[src/rtl/fetch_unit_if.sv]
// Fetch-unit bus bundle: AXI read-address/read-data channels toward memory
// and the instruction valid/ready stream toward the decoder.
interface fetch_unit_if #(
   parameter int unsigned ID_WIDTH   = 13,
   parameter int unsigned ADDR_WIDTH = 64,
   parameter int unsigned DATA_WIDTH = 64
);
   logic [ID_WIDTH-1:0]   m_axi_arid;
   logic [ADDR_WIDTH-1:0] m_axi_araddr;
   logic [7:0]            m_axi_arlen;
   logic [2:0]            m_axi_arsize;
   logic [1:0]            m_axi_arburst;
   logic                  m_axi_arlock;
   logic [3:0]            m_axi_arcache;
   logic [2:0]            m_axi_arprot;
   logic                  m_axi_arvalid;
   logic                  m_axi_arready;
   logic [DATA_WIDTH-1:0] m_axi_rdata;
   logic [1:0]            m_axi_rresp;
   logic                  m_axi_rlast;
   logic                  m_axi_rvalid;
   logic                  m_axi_rready;
   logic                  inst_valid;
   logic                  inst_ready;
   logic [31:0]           inst;
   logic [63:0]           inst_pc;
   logic                  inst_err;

   modport master (
      output m_axi_arid, m_axi_araddr, m_axi_arlen, m_axi_arsize, m_axi_arburst,
             m_axi_arlock, m_axi_arcache, m_axi_arprot, m_axi_arvalid, m_axi_rready,
             inst_valid, inst, inst_pc, inst_err,
      input  m_axi_arready, m_axi_rdata, m_axi_rresp, m_axi_rlast, m_axi_rvalid,
             inst_ready
   );

   modport slave (
      input  m_axi_arid, m_axi_araddr, m_axi_arlen, m_axi_arsize, m_axi_arburst,
             m_axi_arlock, m_axi_arcache, m_axi_arprot, m_axi_arvalid, m_axi_rready,
             inst_valid, inst, inst_pc, inst_err,
      output m_axi_arready, m_axi_rdata, m_axi_rresp, m_axi_rlast, m_axi_rvalid,
             inst_ready
   );
endinterface

[src/rtl/fetch_unit.sv]
// Instruction fetch: one 8-beat AXI burst per 64-byte line, streamed as 32-bit words.
// Optional FETCH_PERF_EN adds saturating perf_lines / perf_stalls counters.
module fetch_unit #(
   parameter int unsigned ID_WIDTH   = 13,
   parameter int unsigned ADDR_WIDTH = 64,
   parameter int unsigned DATA_WIDTH = 64,
   parameter int unsigned AXI_ID     = 0
) (
   input  logic                clk,
   input  logic                reset,
   input  logic [63:0]         entry,
   input  logic                redirect_valid,
   input  logic [63:0]         redirect_pc,
   fetch_unit_if.master        bus,
   output logic                busy
`ifdef FETCH_PERF_EN
   ,
   output logic [31:0]         perf_lines,
   output logic [31:0]         perf_stalls
`endif
);

   typedef enum logic [1:0] {REQ, RECV, SERVE, DRAIN} state_e;

   state_e                state_q;
   logic [63:0]           fetch_pc_q, fetch_pc_d;
   logic [63:0]           redir_pc, entry_pc;
   logic [2:0]            beat_cnt_q;
   logic                  line_err_q, pend_q;
   logic                  arvalid_q, rready_q, inst_valid_q;
   logic [ADDR_WIDTH-1:0] araddr_q, araddr_d;
   logic [DATA_WIDTH-1:0] line_q [8];
   logic [DATA_WIDTH-1:0] slot_beat;
   logic [3:0]            slot;
   logic                  inst_fire, beat_fire, last_fire;

   assign redir_pc  = redirect_pc & ~64'h3;
   assign entry_pc  = entry & ~64'h3;
   assign inst_fire = inst_valid_q & bus.inst_ready;
   assign beat_fire = rready_q & bus.m_axi_rvalid;
   assign last_fire = beat_fire & bus.m_axi_rlast;
   assign slot      = fetch_pc_q[5:2];

   // A redirect always owns the next PC, even when it coincides with a handshake.
   always_comb begin
      fetch_pc_d = fetch_pc_q;
      if (redirect_valid) begin
         fetch_pc_d = redir_pc;
      end else if (inst_fire) begin
         fetch_pc_d = fetch_pc_q + 64'd4;
      end
   end

   assign araddr_d = ADDR_WIDTH'({fetch_pc_d[63:6], 6'b0});

   always_ff @(posedge clk) begin
      if (reset) begin
         state_q      <= REQ;
         fetch_pc_q   <= entry_pc;
         beat_cnt_q   <= '0;
         line_err_q   <= 1'b0;
         pend_q       <= 1'b0;
         arvalid_q    <= 1'b0;
         rready_q     <= 1'b0;
         inst_valid_q <= 1'b0;
         araddr_q     <= '0;
      end else begin
         fetch_pc_q <= fetch_pc_d;
         unique case (state_q)
            REQ: begin
               // arvalid is low in REQ only on the first cycle out of reset.
               if (!arvalid_q) begin
                  arvalid_q <= 1'b1;
                  araddr_q  <= araddr_d;
               end else begin
                  if (redirect_valid) pend_q <= 1'b1;
                  if (bus.m_axi_arready) begin
                     arvalid_q <= 1'b0;
                     rready_q  <= 1'b1;
                     state_q   <= (pend_q || redirect_valid) ? DRAIN : RECV;
                  end
               end
            end
            RECV: begin
               if (beat_fire) begin
                  line_q[beat_cnt_q] <= bus.m_axi_rdata;
                  beat_cnt_q         <= beat_cnt_q + 3'd1;
                  if (bus.m_axi_rresp != 2'b00) line_err_q <= 1'b1;
               end
               if (redirect_valid) begin
                  line_err_q <= 1'b0;
                  beat_cnt_q <= '0;
                  if (last_fire) begin
                     state_q   <= REQ;
                     rready_q  <= 1'b0;
                     arvalid_q <= 1'b1;
                     araddr_q  <= araddr_d;
                  end else begin
                     state_q <= DRAIN;
                  end
               end else if (last_fire) begin
                  state_q      <= SERVE;
                  rready_q     <= 1'b0;
                  inst_valid_q <= 1'b1;
                  beat_cnt_q   <= '0;
               end
            end
            SERVE: begin
               if (redirect_valid || (inst_fire && slot == 4'hF)) begin
                  state_q      <= REQ;
                  inst_valid_q <= 1'b0;
                  line_err_q   <= 1'b0;
                  arvalid_q    <= 1'b1;
                  araddr_q     <= araddr_d;
               end
            end
            DRAIN: begin
               if (last_fire) begin
                  state_q   <= REQ;
                  pend_q    <= 1'b0;
                  rready_q  <= 1'b0;
                  arvalid_q <= 1'b1;
                  araddr_q  <= araddr_d;
               end
            end
            default: state_q <= REQ;
         endcase
      end
   end

`ifdef FETCH_PERF_EN
   logic [31:0] perf_lines_q, perf_stalls_q;

   always_ff @(posedge clk) begin
      if (reset) begin
         perf_lines_q  <= '0;
         perf_stalls_q <= '0;
      end else begin
         if (state_q == RECV && last_fire && perf_lines_q != '1)
            perf_lines_q <= perf_lines_q + 32'd1;
         if (inst_valid_q && !bus.inst_ready && perf_stalls_q != '1)
            perf_stalls_q <= perf_stalls_q + 32'd1;
      end
   end

   assign perf_lines  = perf_lines_q;
   assign perf_stalls = perf_stalls_q;
`endif

   assign slot_beat = line_q[slot[3:1]];

   assign bus.m_axi_arid    = ID_WIDTH'(AXI_ID);
   assign bus.m_axi_araddr  = araddr_q;
   assign bus.m_axi_arlen   = 8'h7;
   assign bus.m_axi_arsize  = 3'h3;
   assign bus.m_axi_arburst = 2'h2;
   assign bus.m_axi_arlock  = 1'b0;
   assign bus.m_axi_arcache = 4'h0;
   assign bus.m_axi_arprot  = 3'h6;
   assign bus.m_axi_arvalid = arvalid_q;
   assign bus.m_axi_rready  = rready_q;
   assign bus.inst_valid    = inst_valid_q;
   assign bus.inst          = slot[0] ? slot_beat[63:32] : slot_beat[31:0];
   assign bus.inst_pc       = fetch_pc_q;
   assign bus.inst_err      = line_err_q;
   assign busy              = (state_q != SERVE);

endmodule
[src/flat_wrapper.sv]
// flat-port wrapper written by rule: the top's interface ports become plain ports
module fetch_unit_flat 
#(
   parameter int unsigned ID_WIDTH   = 13,
   parameter int unsigned ADDR_WIDTH = 64,
   parameter int unsigned DATA_WIDTH = 64,
   parameter int unsigned AXI_ID     = 0
)
  (clk, reset, entry, redirect_valid, redirect_pc, busy, bus_m_axi_arid, bus_m_axi_araddr, bus_m_axi_arlen, bus_m_axi_arsize, bus_m_axi_arburst, bus_m_axi_arlock, bus_m_axi_arcache, bus_m_axi_arprot, bus_m_axi_arvalid, bus_m_axi_rready, bus_inst_valid, bus_inst, bus_inst_pc, bus_inst_err, bus_m_axi_arready, bus_m_axi_rdata, bus_m_axi_rresp, bus_m_axi_rlast, bus_m_axi_rvalid, bus_inst_ready);
  fetch_unit_if #(.ID_WIDTH(ID_WIDTH), .ADDR_WIDTH(ADDR_WIDTH), .DATA_WIDTH(DATA_WIDTH)) bus_i ();
  input  logic clk;
  input  logic reset;
  input  logic [63:0] entry;
  input  logic redirect_valid;
  input  logic [63:0] redirect_pc;
  output logic busy;
  output wire logic [$bits(bus_i.m_axi_arid)-1:0] bus_m_axi_arid;
  output wire logic [$bits(bus_i.m_axi_araddr)-1:0] bus_m_axi_araddr;
  output wire logic [$bits(bus_i.m_axi_arlen)-1:0] bus_m_axi_arlen;
  output wire logic [$bits(bus_i.m_axi_arsize)-1:0] bus_m_axi_arsize;
  output wire logic [$bits(bus_i.m_axi_arburst)-1:0] bus_m_axi_arburst;
  output wire logic [$bits(bus_i.m_axi_arlock)-1:0] bus_m_axi_arlock;
  output wire logic [$bits(bus_i.m_axi_arcache)-1:0] bus_m_axi_arcache;
  output wire logic [$bits(bus_i.m_axi_arprot)-1:0] bus_m_axi_arprot;
  output wire logic [$bits(bus_i.m_axi_arvalid)-1:0] bus_m_axi_arvalid;
  output wire logic [$bits(bus_i.m_axi_rready)-1:0] bus_m_axi_rready;
  output wire logic [$bits(bus_i.inst_valid)-1:0] bus_inst_valid;
  output wire logic [$bits(bus_i.inst)-1:0] bus_inst;
  output wire logic [$bits(bus_i.inst_pc)-1:0] bus_inst_pc;
  output wire logic [$bits(bus_i.inst_err)-1:0] bus_inst_err;
  input wire logic [$bits(bus_i.m_axi_arready)-1:0] bus_m_axi_arready;
  input wire logic [$bits(bus_i.m_axi_rdata)-1:0] bus_m_axi_rdata;
  input wire logic [$bits(bus_i.m_axi_rresp)-1:0] bus_m_axi_rresp;
  input wire logic [$bits(bus_i.m_axi_rlast)-1:0] bus_m_axi_rlast;
  input wire logic [$bits(bus_i.m_axi_rvalid)-1:0] bus_m_axi_rvalid;
  input wire logic [$bits(bus_i.inst_ready)-1:0] bus_inst_ready;
  assign bus_m_axi_arid = bus_i.m_axi_arid;
  assign bus_m_axi_araddr = bus_i.m_axi_araddr;
  assign bus_m_axi_arlen = bus_i.m_axi_arlen;
  assign bus_m_axi_arsize = bus_i.m_axi_arsize;
  assign bus_m_axi_arburst = bus_i.m_axi_arburst;
  assign bus_m_axi_arlock = bus_i.m_axi_arlock;
  assign bus_m_axi_arcache = bus_i.m_axi_arcache;
  assign bus_m_axi_arprot = bus_i.m_axi_arprot;
  assign bus_m_axi_arvalid = bus_i.m_axi_arvalid;
  assign bus_m_axi_rready = bus_i.m_axi_rready;
  assign bus_inst_valid = bus_i.inst_valid;
  assign bus_inst = bus_i.inst;
  assign bus_inst_pc = bus_i.inst_pc;
  assign bus_inst_err = bus_i.inst_err;
  assign bus_i.m_axi_arready = bus_m_axi_arready;
  assign bus_i.m_axi_rdata = bus_m_axi_rdata;
  assign bus_i.m_axi_rresp = bus_m_axi_rresp;
  assign bus_i.m_axi_rlast = bus_m_axi_rlast;
  assign bus_i.m_axi_rvalid = bus_m_axi_rvalid;
  assign bus_i.inst_ready = bus_inst_ready;
  fetch_unit #(.ID_WIDTH(ID_WIDTH), .ADDR_WIDTH(ADDR_WIDTH), .DATA_WIDTH(DATA_WIDTH), .AXI_ID(AXI_ID)) u_core (.clk(clk), .reset(reset), .entry(entry), .redirect_valid(redirect_valid), .redirect_pc(redirect_pc), .bus(bus_i), .busy(busy));
endmodule
[config.mk]
export PLATFORM = sky130hd
export DESIGN_NAME = fetch_unit_flat
export DESIGN_NICKNAME = d
export VERILOG_FILES = /design/src/rtl/fetch_unit_if.sv /design/src/rtl/fetch_unit.sv /design/src/flat_wrapper.sv
export SDC_FILE = /design/constraint.sdc
export NUM_CORES = 1
export LEC_CHECK = 0
export BUFFER_PORTS_ARGS = -buffer_cell sky130_fd_sc_hd__buf_4
export CAP_MARGIN = 25
export CORE_UTILIZATION = 61
export DETAILED_ROUTE_END_ITERATION = 8
export PLACE_DENSITY = 0.85
export SLEW_MARGIN = 20
export SYNTH_ARGS = -nofsm -noshare
export SYNTH_HDL_FRONTEND = slang
export SYNTH_SLANG_ARGS = --single-unit
[constraint.sdc]
create_clock -name clk -period 14.8 [get_ports clk]
set_input_delay 2.22 -clock clk [delete_from_list [all_inputs] [get_ports clk]]
set_output_delay 2.22 -clock clk [all_outputs]
set_load 0.005 [all_outputs]
Yosys cells after proc, flatten, opt, wreduce, memory -nomap -nowiden
Memories as Yosys holds them, arrays and structs flattened. A register that Yosys moved wholly into a read port is not among the register bits.
Index checks and enable logic that the tools add are counted.
{"block": "word_totals", "rom_bits": 0, "latchBits": 0, "ramBits": 512, "memories": 1, "regBits": 138, "out_inout_bits": 199, "word_cells": 102, "in_bits": 201}
{"block": "classes", "add_sub_neg": 2, "div_mod_pow": 0, "n_mul": 0, "shift": 0, "magnitude_cmp": 0, "n_eq_ne": 18, "n_reduce_logical": 20, "mux": 47, "n_bitwise": 3}
{"name": "u_core.line_q", "depth": 8, "width": 64, "rd": 1, "rd_clocked_by_memory_dff": 1, "wr": 1, "line": "fetch_unit.sv:32", "text": "logic [DATA_WIDTH-1:0] line_q [8];"}
{"operator": "$mux 64", "n": 7}
{"operator": "$pmux 64 s4", "n": 1}
{"operator": "$add 64x3->64 const B", "n": 1}
{"operator": "$mux 32", "n": 1}
{"operator": "$mux 1", "n": 20}
{"operator": "$mux 2", "n": 8}
{"operator": "$reduce_and 4->1", "n": 4}
{"operator": "$mux 3", "n": 4}
{"operator": "$ne 2x2->1 const B", "n": 6}
{"operator": "$ne 2x1->1 const B", "n": 5}
{"operator": "$ne 3x2->1 const B", "n": 3}
{"operator": "$pmux 1 s2", "n": 4}
{"operator": "$pmux 2 s4", "n": 1}
{"operator": "$reduce_bool 2->1", "n": 4}
{"operator": "$reduce_bool 3->1", "n": 2}
{"operator": "$reduce_and 5->1", "n": 1}
{"operator": "$eq 2x2->1 const B", "n": 2}
{"operator": "$eq 4x4->1 const B", "n": 1}
{"operator": "$pmux 1 s4", "n": 1}
{"operator": "$reduce_and 2->1", "n": 2}
{"operator": "$reduce_or 2->1", "n": 2}
{"operator": "$add 3x1->3 const B", "n": 1}
{"operator": "$and 1x1->1", "n": 3}
{"operator": "$reduce_and 3->1", "n": 1}
{"operator": "other kinds (4)", "n": 5}

Logic depth before layout (Yosys ltp)
Gate-level depths: netlist (run 1).
{"block": "depth", "ltp_word": 6, "mapped_depth": 8, "ltp_nobuf": 7}

Worst setup path before layout (run 1)
No wires, ideal clock.
{"block": "synth_timing", "kind": "input to register", "startpoint": "in reset", "endpoint": "mem u_core.line_q[6][0] (enable)", "t_required_ns": 14.156, "path_stages": 3, "setup_slack_ns": 5.365, "setup_time_ns": 0.644, "path_buffers": 2, "t_arrival_ns": 8.791, "cell_sequence": "clkbuf_1 > clkbuf_1 > nor4_1"}
{"block": "synth_between", "elab_chain_cells": 2}
{"item": "from (decl)", "line": "flat_wrapper.sv:12", "text": "input logic reset;"}
{"item": "$mux 1", "line": "fetch_unit.sv:57", "text": "if (reset) begin"}
{"item": "$mux 1 (implied by the code)", "line": "fetch_unit.sv:86", "text": "line_q[beat_cnt_q] <= bus.m_axi_rdata;"}
{"item": "to (decl)", "line": "fetch_unit.sv:32"}
Every way passes these cells.

==> impl_summary.md, run 1 <==
Place
The final RePlAce weighted congestion is 0.915. The placed instances occupy a cell area of 29400 µm². The count of port buffers added during placement is 353. The HPWL after detailed placement is 41400 µm. The worst setup timing slack at the placement stage is 9.52 ns.

Global routing
The total routing resource utilization after global routing is 32.6%. The initial antenna violation count came to 11. The number of global-route vias before repair is 16600. The pin count of the biggest net entering global routing is 117. The first-pass GRT wire length is 104000 µm. The total overflow left after global routing is 0.

STA
The number of failing setup endpoints in the final timing report is 0. The worst hold slack after final layout is 0.464 ns. For the pin with the worst max-slew slack, the measured transition is 1.10 ns. The number of hold violations in the final report is 0. Setup repair after global routing left no endpoint under its margin. The minimum period implied by the final worst setup slack is 5.84 ns. The total count of max-transition violations in the final report came to 0. The setup skew after layout is 0.0210 ns. The worst path uses 39.4% of the clock period.

The summed negative setup slack over all endpoints is 0 ns. The least setup slack across all paths after layout is 8.96 ns. The worst pin sits at a relative slew slack of 26.6%. Derived from the worst setup path, the maximum achievable clock frequency is 171 MHz.

Final layout
The synthesis-to-finish area growth is 19.5%. The share of final-layout standard cells stronger than drive strength 1 is 33.0%. The net count of the finished layout is 2171. For this run, the share of the core covered by cells in the final layout is 74.6%. The final design instance area without fill is 31500 µm².

Drt
The count of TritonRoute iterations in the first routing pass is 6. The via-per-instance ratio is 6.47. In the routed design, unresolved DRC markers number 0. The routed layout has 16600 vias.

The detail route stage leaves a number of antenna-violating nets equal to 0. For this block, the routed nets add up to 71500 µm of wire. The detailed router finished its first iteration with 1872 violations. Dividing the detail-routed wire length by the instance count gives 27.9 µm.

CTS
Buffers inserted to repair hold after CTS numbered 0. The maximum buffer depth of the clock tree is 3. The total CTS buffers is 66. The level count of the clock H-tree is 3. The clock net sink count is 645. The number of setup buffers added after CTS is 0.

At the later pin of the worst-skew pair, clock insertion delay measures 0.59 ns. The TritonCTS clock tree is yes. The tree is rooted in a clkbuf_16. The clock transition at the registers of the reported paths is 0.06 ns. The count of cells resized by post-cts repair is 0.

Logic synthesis
In the synthesized netlist the dominant register cell turns out to be edfxtp_1. In this run, synthesis inferred 516 flip-flops with an integrated enable. Synthesis instantiated 68 different standard cells from the library. The post-synthesis async set-or-reset flop share is 0%. After synthesis the cells add up to 26300 µm². The post-synthesis mux area share is 14.2%. The dominant combinational cell family by area after synthesis is multiplexers. The flip-flop and latch count after synthesis is 645.

Summing the areas of all compound-gate instances in the mapped netlist gives 5.25% of the synthesized area. Ranked by total cell area, the synthesized netlist is headed by edfxtp_1 (59%), mux4_2 (14%), dfxtp_1 (9.8%). The sequential share of the synthesized area is 68.6%.

The largest area contributor in the synthesized netlist is edfxtp_1. The parity-gate share of the synthesized area counting xor and xnor cells is 1.06%. The number of warning messages in the yosys log is 0. The average instance in the mapped netlist occupies 16.3 µm².

The synthesized netlist devotes 7.88% of its cell area to simple gates. The share of synthesized area in the top cell type comes to 58.8%. The instance count of the mapped netlist is 1617.

Summing the areas of all fa, ha and maj instances in the mapped netlist gives 0.0950% of the synthesized area.

Floorplanning
The starting density of the core is 62.4%. The horizontal die dimension is 210 µm. The total area inside the core boundary comes to 42200 µm². The die is 210 µm tall.

The number of top-level pins is 400. The die covers 44000 µm². In this run the core area contains 75 standard-cell rows.

Critical path
The worst setup path is captured at an output pin. By startpoint and endpoint, the worst setup path is classified as register to output pin. The startpoint class of the critical path is a register. The worst path required time is 12.58 ns. The end of the worst register-to-register path is u_core.bus.m_axi_araddr[47]. In this run the critical register-to-register path is launched from u_core.bus.inst_pc[2]. The largest fanout on the critical path is 69. STA puts the critical path data arrival time at 3.62 ns. For flop-to-flop paths, the worst setup slack is 11.02 ns.

The critical path endpoint is bus_inst[1]. Measured in cells, the most critical reg-to-reg path has a length of 8.

Run status
The run finished with clean final reports.

Pwr
The total power divided by cell area is 130 nW/µm². VDD sags by at most 0.000128 V. In this run the static leakage power is 11.0 nW.

Flow run
Across the run, the number of max-cap violations was 0.

Min path
The worst hold-check path type is register to register. The worst hold path begins at u_core.bus.m_axi_araddr[10]. The hold-critical path depth is 2.
## synth_stat cells, types with 6 or more instances
cell type and number:
clkbuf_1 60, xor2_1 8, a21o_1 6, o21a_1 14, inv_1 14, dfxtp_1 129, and2_1 9, a211oi_1 9
xnor2_1 24, edfxtp_1 516, nor3_1 34, nor3b_1 6, o31ai_1 16, nor2b_1 8, nand3_1 60, o21ai_0 73
nand2_1 107, mux4_2 160, and3_1 15, buf_1 22, buf_4 45, mux2i_1 12, a22o_1 12, nor4_1 17
nor2_1 74, o41ai_1 10, nand2b_1 9, and4_1 6, nand4_1 29, buf_2 6, a21oi_1 28
## placed cells by master, fill, tap and decap left out, types with 8 or more instances in the layout
master / count
xor2_1: 8
dfxtp_1: 126
nor2b_1: 8
nand3_1: 60
and2_1: 9
and3_1: 15
nor2_1: 73
o21a_1: 14
nand2_1: 107
nor3_1: 33
a21oi_1: 28
buf_4: 373
xnor2_1: 24
clkbuf_16: 67
o41ai_1: 10
mux2i_1: 12
inv_1: 13
diode_2: 11
conb_1: 42
clkinv_1: 10
clkbuf_1: 19
edfxtp_1: 516
nand4_1: 29
mux4_2: 160
a211oi_1: 9
nor4_1: 16
o21ai_0: 73
a22o_1: 12
nand2b_1: 9
o31ai_1: 16
## worst min path at each step
stage	endpoint	slack, ns
6_report	u_core.bus.m_axi_araddr[10]	0.46
5_1_grt	u_core.bus.m_axi_araddr[10]	0.49
4_1_cts	u_core.bus.m_axi_araddr[10]	0.47
3_5_place_dp	u_core.bus.m_axi_araddr[10]	0.46
3_3_place_gp	u_core.bus.m_axi_araddr[10]	0.45
2_1_floorplan	u_core.bus.m_axi_araddr[10]	0.45
## power breakdown
group	internal, mW	total [mW]	switching (mW)
Clock	0.904	1.60	0.698
Sequential	2.00	2.05	0.0552
Combinational	0.232	0.450	0.218
## layout make-up
class | instances | area, µm²
Tap cell | 539 | 674
Timing Repair Buffer | 378 | 2900
Clock buffer | 88 | 1780
Fill cell | 2343 | 10700
Multi-Input combinational cell | 862 | 7710
Clock inverter | 26 | 260
Sequential cell | 645 | 18100
Inverter | 15 | 56.3
Antenna cell | 11 | 27.5
## critical path, stage by stage (launching register included)
cell and delay, ns:
dfxtp_4 0.92, buf_4 0.93, mux4_2 0.41, mux4_2 0.55, buf_4 0.17
## per-stage QoR
step,total power [mW],instances
final,4.10,2564
after global routing,4.21,2562
after CTS,4.11,2553
after detailed placement,2.53,2439
after global placement,2.52,2435
after floorplan,2.31,1657
## flip-flops by register name, indices dropped and copies added, names as in the netlist, named ones only
| signal | flops |
|---|---|
| u_core.line_q | 512 |
| u_core.bus.inst_pc | 62 |
| u_core.bus.m_axi_araddr | 58 |
| u_core.beat_cnt_q | 3 |
| u_core.state_q | 2 |
| u_core.bus.inst_err | 1 |
| u_core.bus.inst_valid | 1 |
| u_core.bus.m_axi_arvalid | 1 |
| u_core.bus.m_axi_rready | 1 |
| u_core.pend_q | 1 |
## cell families (layout without fill, tap and decap cells)
| kind of cell | Yosys count | count (layout) |
|---|---|---|
| XOR/XNOR | 32 | 32 |
| adder cells (fa/ha/maj) | 2 | 2 |
| flip-flops | 645 | 645 |
| multiplexers | 174 | 174 |
| other | 2 | 53 |
| AND/OR/NAND/NOR | 403 | 403 |
| AO/OA/AOI/OAI | 209 | 209 |
| buffers and inverters | 150 | 507 |
## layer usage
layer	track usage [%]	vias to the layer above	wire length, µm
met2	55.5	997	37100
met3	7.29	198	5790
li1	-	7063	-
met4	16.5	2	3350
met5	0	-	15
met1	39.3	8324	25200
Power figures use the tool's default switching activity.
==> run 2: changes to the inputs <==
--- a/config.mk
+++ b/config.mk
@@ -7,9 +7,9 @@
 export LEC_CHECK = 0
 export BUFFER_PORTS_ARGS = -buffer_cell sky130_fd_sc_hd__buf_4
 export CAP_MARGIN = 25
-export CORE_UTILIZATION = 61
+export CORE_UTILIZATION = 51
 export DETAILED_ROUTE_END_ITERATION = 8
-export PLACE_DENSITY = 0.85
+export PLACE_DENSITY = 0.76
 export SLEW_MARGIN = 20
 export SYNTH_ARGS = -nofsm -noshare
 export SYNTH_HDL_FRONTEND = slang
==> constraint.sdc (replaced) <==
create_clock -name clk -period 5.1 [get_ports clk]
set_input_delay 0.765 -clock clk [delete_from_list [all_inputs] [get_ports clk]]
set_output_delay 0.765 -clock clk [all_outputs]
set_load 0.005 [all_outputs]
==> run 2 against run 1 <==
  * Via count down 2.2%
  * Utilization down 12 points
  * Combinational power rose to 2.9 times the previous value
  * Total power rose to 3.0 times the previous value
  * Clock-buffer cell count down 8
  * Die area up 19%
  * Register-to-register slack worse by 9.4 ns
  * Largest cell class unchanged
==> impl_summary.md, run 2 (synthesis results as in run 1) <==
Run status
The run finished with clean final reports.

STA
The number of hold violations in the final report is 0. The setup skew after layout is 0.0178 ns. The share of the cycle needed by the critical path after routing is 73.9%.

For the pin with the worst max-slew slack, the measured transition is 0.920 ns. The worst hold slack after final layout is 0.378 ns. The summed negative setup slack over all endpoints is 0 ns. The tightest slew margin relative to the limit is 38.7%. The total count of max-transition violations in the final report is 0. The number of failing setup endpoints in the final timing report is 0. Setup repair after global routing left no endpoint under its margin. The top achievable clock speed is 265 MHz.

The least setup slack across all paths after layout is 1.33 ns. The minimum period implied by the final worst setup slack is 3.77 ns.

Pwr
The part of the total power dissipated in the clock network is 40.2%. In this run switching power makes up 23.2% of total power. In this run, flip-flops and latches consume 49.2% of the power. The total power is 12.1 mW. The total power divided by cell area is 381 nW/µm². For this design the static power due to leakage is 11.2 nW.

For this design the total switching power over the nets is 2.81 mW. The internal portion of the total power is 9.32 mW. Of the total power, combinational logic draws 10.6%. Across the VDD grid, the largest voltage drop is 0.000311 V.

Floorplanning
The number of top-level pins is 400. From bottom edge to top edge, the die measures 229 µm. Measured along the x axis, the die boundary spans 229 µm. The die covers 52600 µm². The row count is 82. For this configuration, the core starts out at a cell density of 52.1%.

The area inside the core boundary is 50600 µm².

Final layout
The most common cell after layout, fill and taps aside is edfxtp_1. The area taken by flip-flops and latches is 18100 µm². From synthesis to final layout, the design area changed by 20.9%.

The area used by multi-input combinational logic is 7730 µm². Counting the fill cells in the layout gives 3579. The flip-flop count of the largest register, all copies and words added is 512. The final design instance area without fill is 31900 µm². The register bank with the most flops is u_core.line_q.

The top cell types in the final layout, fill and taps aside, are edfxtp_1 (516), buf_4 (375), mux4_2 (160). Excluding fillers, the count of instances in the completed layout stands at 2699. For this run, the post-layout net count is 2176. The post-route netlist has 33.7% of its cells at a drive strength greater than 1. The share of the core filled with cells in the final layout is 63.0%.

Place
The HPWL reported at the end of detailed placement is 43200 µm. The final RePlAce weighted congestion is 0.970. Prior to clock tree synthesis, the placed netlist has a worst setup slack of 1.48 ns. In this run the cell area measured after placement is 29700 µm². The post-placement cell count is 2576.

The count of port buffers added during placement is 353.

CTS
The root cell of the clock tree is clkbuf_16. The count of hold buffers inserted by post-cts repair is 0. Once the clock tree was built, the setup fixing pass inserted 0 buffers. The level count of the clock H-tree is 3. The TritonCTS clock tree is yes. The later pin in the worst-skew pair is clocked with a latency of 0.60 ns. The clock drives 645 sinks. After clock tree synthesis, the clock-pin slew on the worst setup and hold paths is 0.06 ns. No sink is reached through more buffers than the 3 on the longest clock path.

The number of gates resized after CTS was 0. Buffers inserted during clock tree synthesis total 67.

Drt
The number of remaining DRC errors is 0. The met1 wire length is 25700 µm. The overall routed net length is 68300 µm. The total via count after detailed routing is 16200. Before antenna repair, the detailed router went through 8 iterations. The met3 wire length is 5050 µm.

The highest routed metal layer is met5. The final routed wire length divided by cell count is 25.3 µm. The number of nets with antenna violations after detailed routing is 0. In this run, the number of DRC markers left after iteration 0 of detailed routing was 1569. The total length of routed met2 wires is 35000 µm.

Dividing the detail-routed via count by the number of cells gives 6.01.

Critical path
At the worst endpoint, the required time is 4.34 ns. STA classifies the critical path endpoint as an output pin. Data on the critical path arrives at its endpoint at 3.00 ns. The largest individual stage delay along the critical path comes from the cell mux4_2.

The signal on the critical path passes through buf_12, mux4_2, mux4_2, buf_4. The library cell appearing most often on the critical path is mux4_2. The worst stage delay on the critical path is 0.61 ns.

The worst setup path is launched from a register. The setup path with the least slack is of type register to output pin. Along the worst path, the maximum fanout reaches 64.

Min path
The min-delay analysis places its worst path in the category input port to register.

Global routing
The number of global-route vias before repair is 16400. The initial antenna violation count is 8. The total routing resource utilization after global routing is 26.3%.

The first-pass GRT wire length is 103000 µm. Summed over all layers, the global routing overflow is 0. The pin count of the biggest net entering global routing is 89.

Flow run
The number of maximum-capacitance violations is 0.
[run 2: cell count changes in the layout (fill, tap and decap cells not counted), sizes merged]
cell / delta
diode: -7
inv: +4
clkinv: +8
bufinv: +3
clkinvlp: -2
buf: +4
clkbuf: -8
[run 2: path summary, 6_finish.rpt]
kind / from / to / slack, ns / depth (start not counted)
worst min-delay path: entry[9] / u_core.bus.inst_pc[9] / 0.38 / 3
worst max register to register: u_core.bus.inst_pc[11] / u_core.bus.m_axi_araddr[47] / 1.65 / 6
worst min register to register: u_core.bus.m_axi_araddr[10] / u_core.bus.m_axi_araddr[10] / 0.46 / 2
worst max-delay path: register / bus_inst[13] / 1.33 / 4
[run 2: area by class of cell]
class | instances | share of cell area (%)
diodes | 4 | 0.0314
clock buffers | 80 | 5.67
clock inverters | 39 | 1.19
inverters | 15 | 0.177
multi-input cells | 862 | 24.3
flip-flops and latches | 645 | 56.8
well taps | 672 | 2.64
repair buffers | 382 | 9.28
[run 2: layer usage]
metal	up-vias	track usage, %
li1	7083	-
met3	154	5.13
met4	8	11.8
met2	777	44.6
met1	8202	32.8
met5	-	0
[run 2: power by group through the flow]
stage                     combinational, mW  clock (mW)  sequential [mW]
after floorplan                       0.703           0             6.01
after global placement                 1.27           0             6.07
after detailed placement               1.29           0             6.08
after CTS                              1.30        4.97             5.97
after global routing                   1.38        5.18             5.99
final                                  1.29        4.87             5.97
[run 2: worst max-delay path, delay by kind of cell (launching register included)]
kind,cells,cell delay [ns]
buf+inv,2,0.62
mux,2,1.14
flops,1,0.58
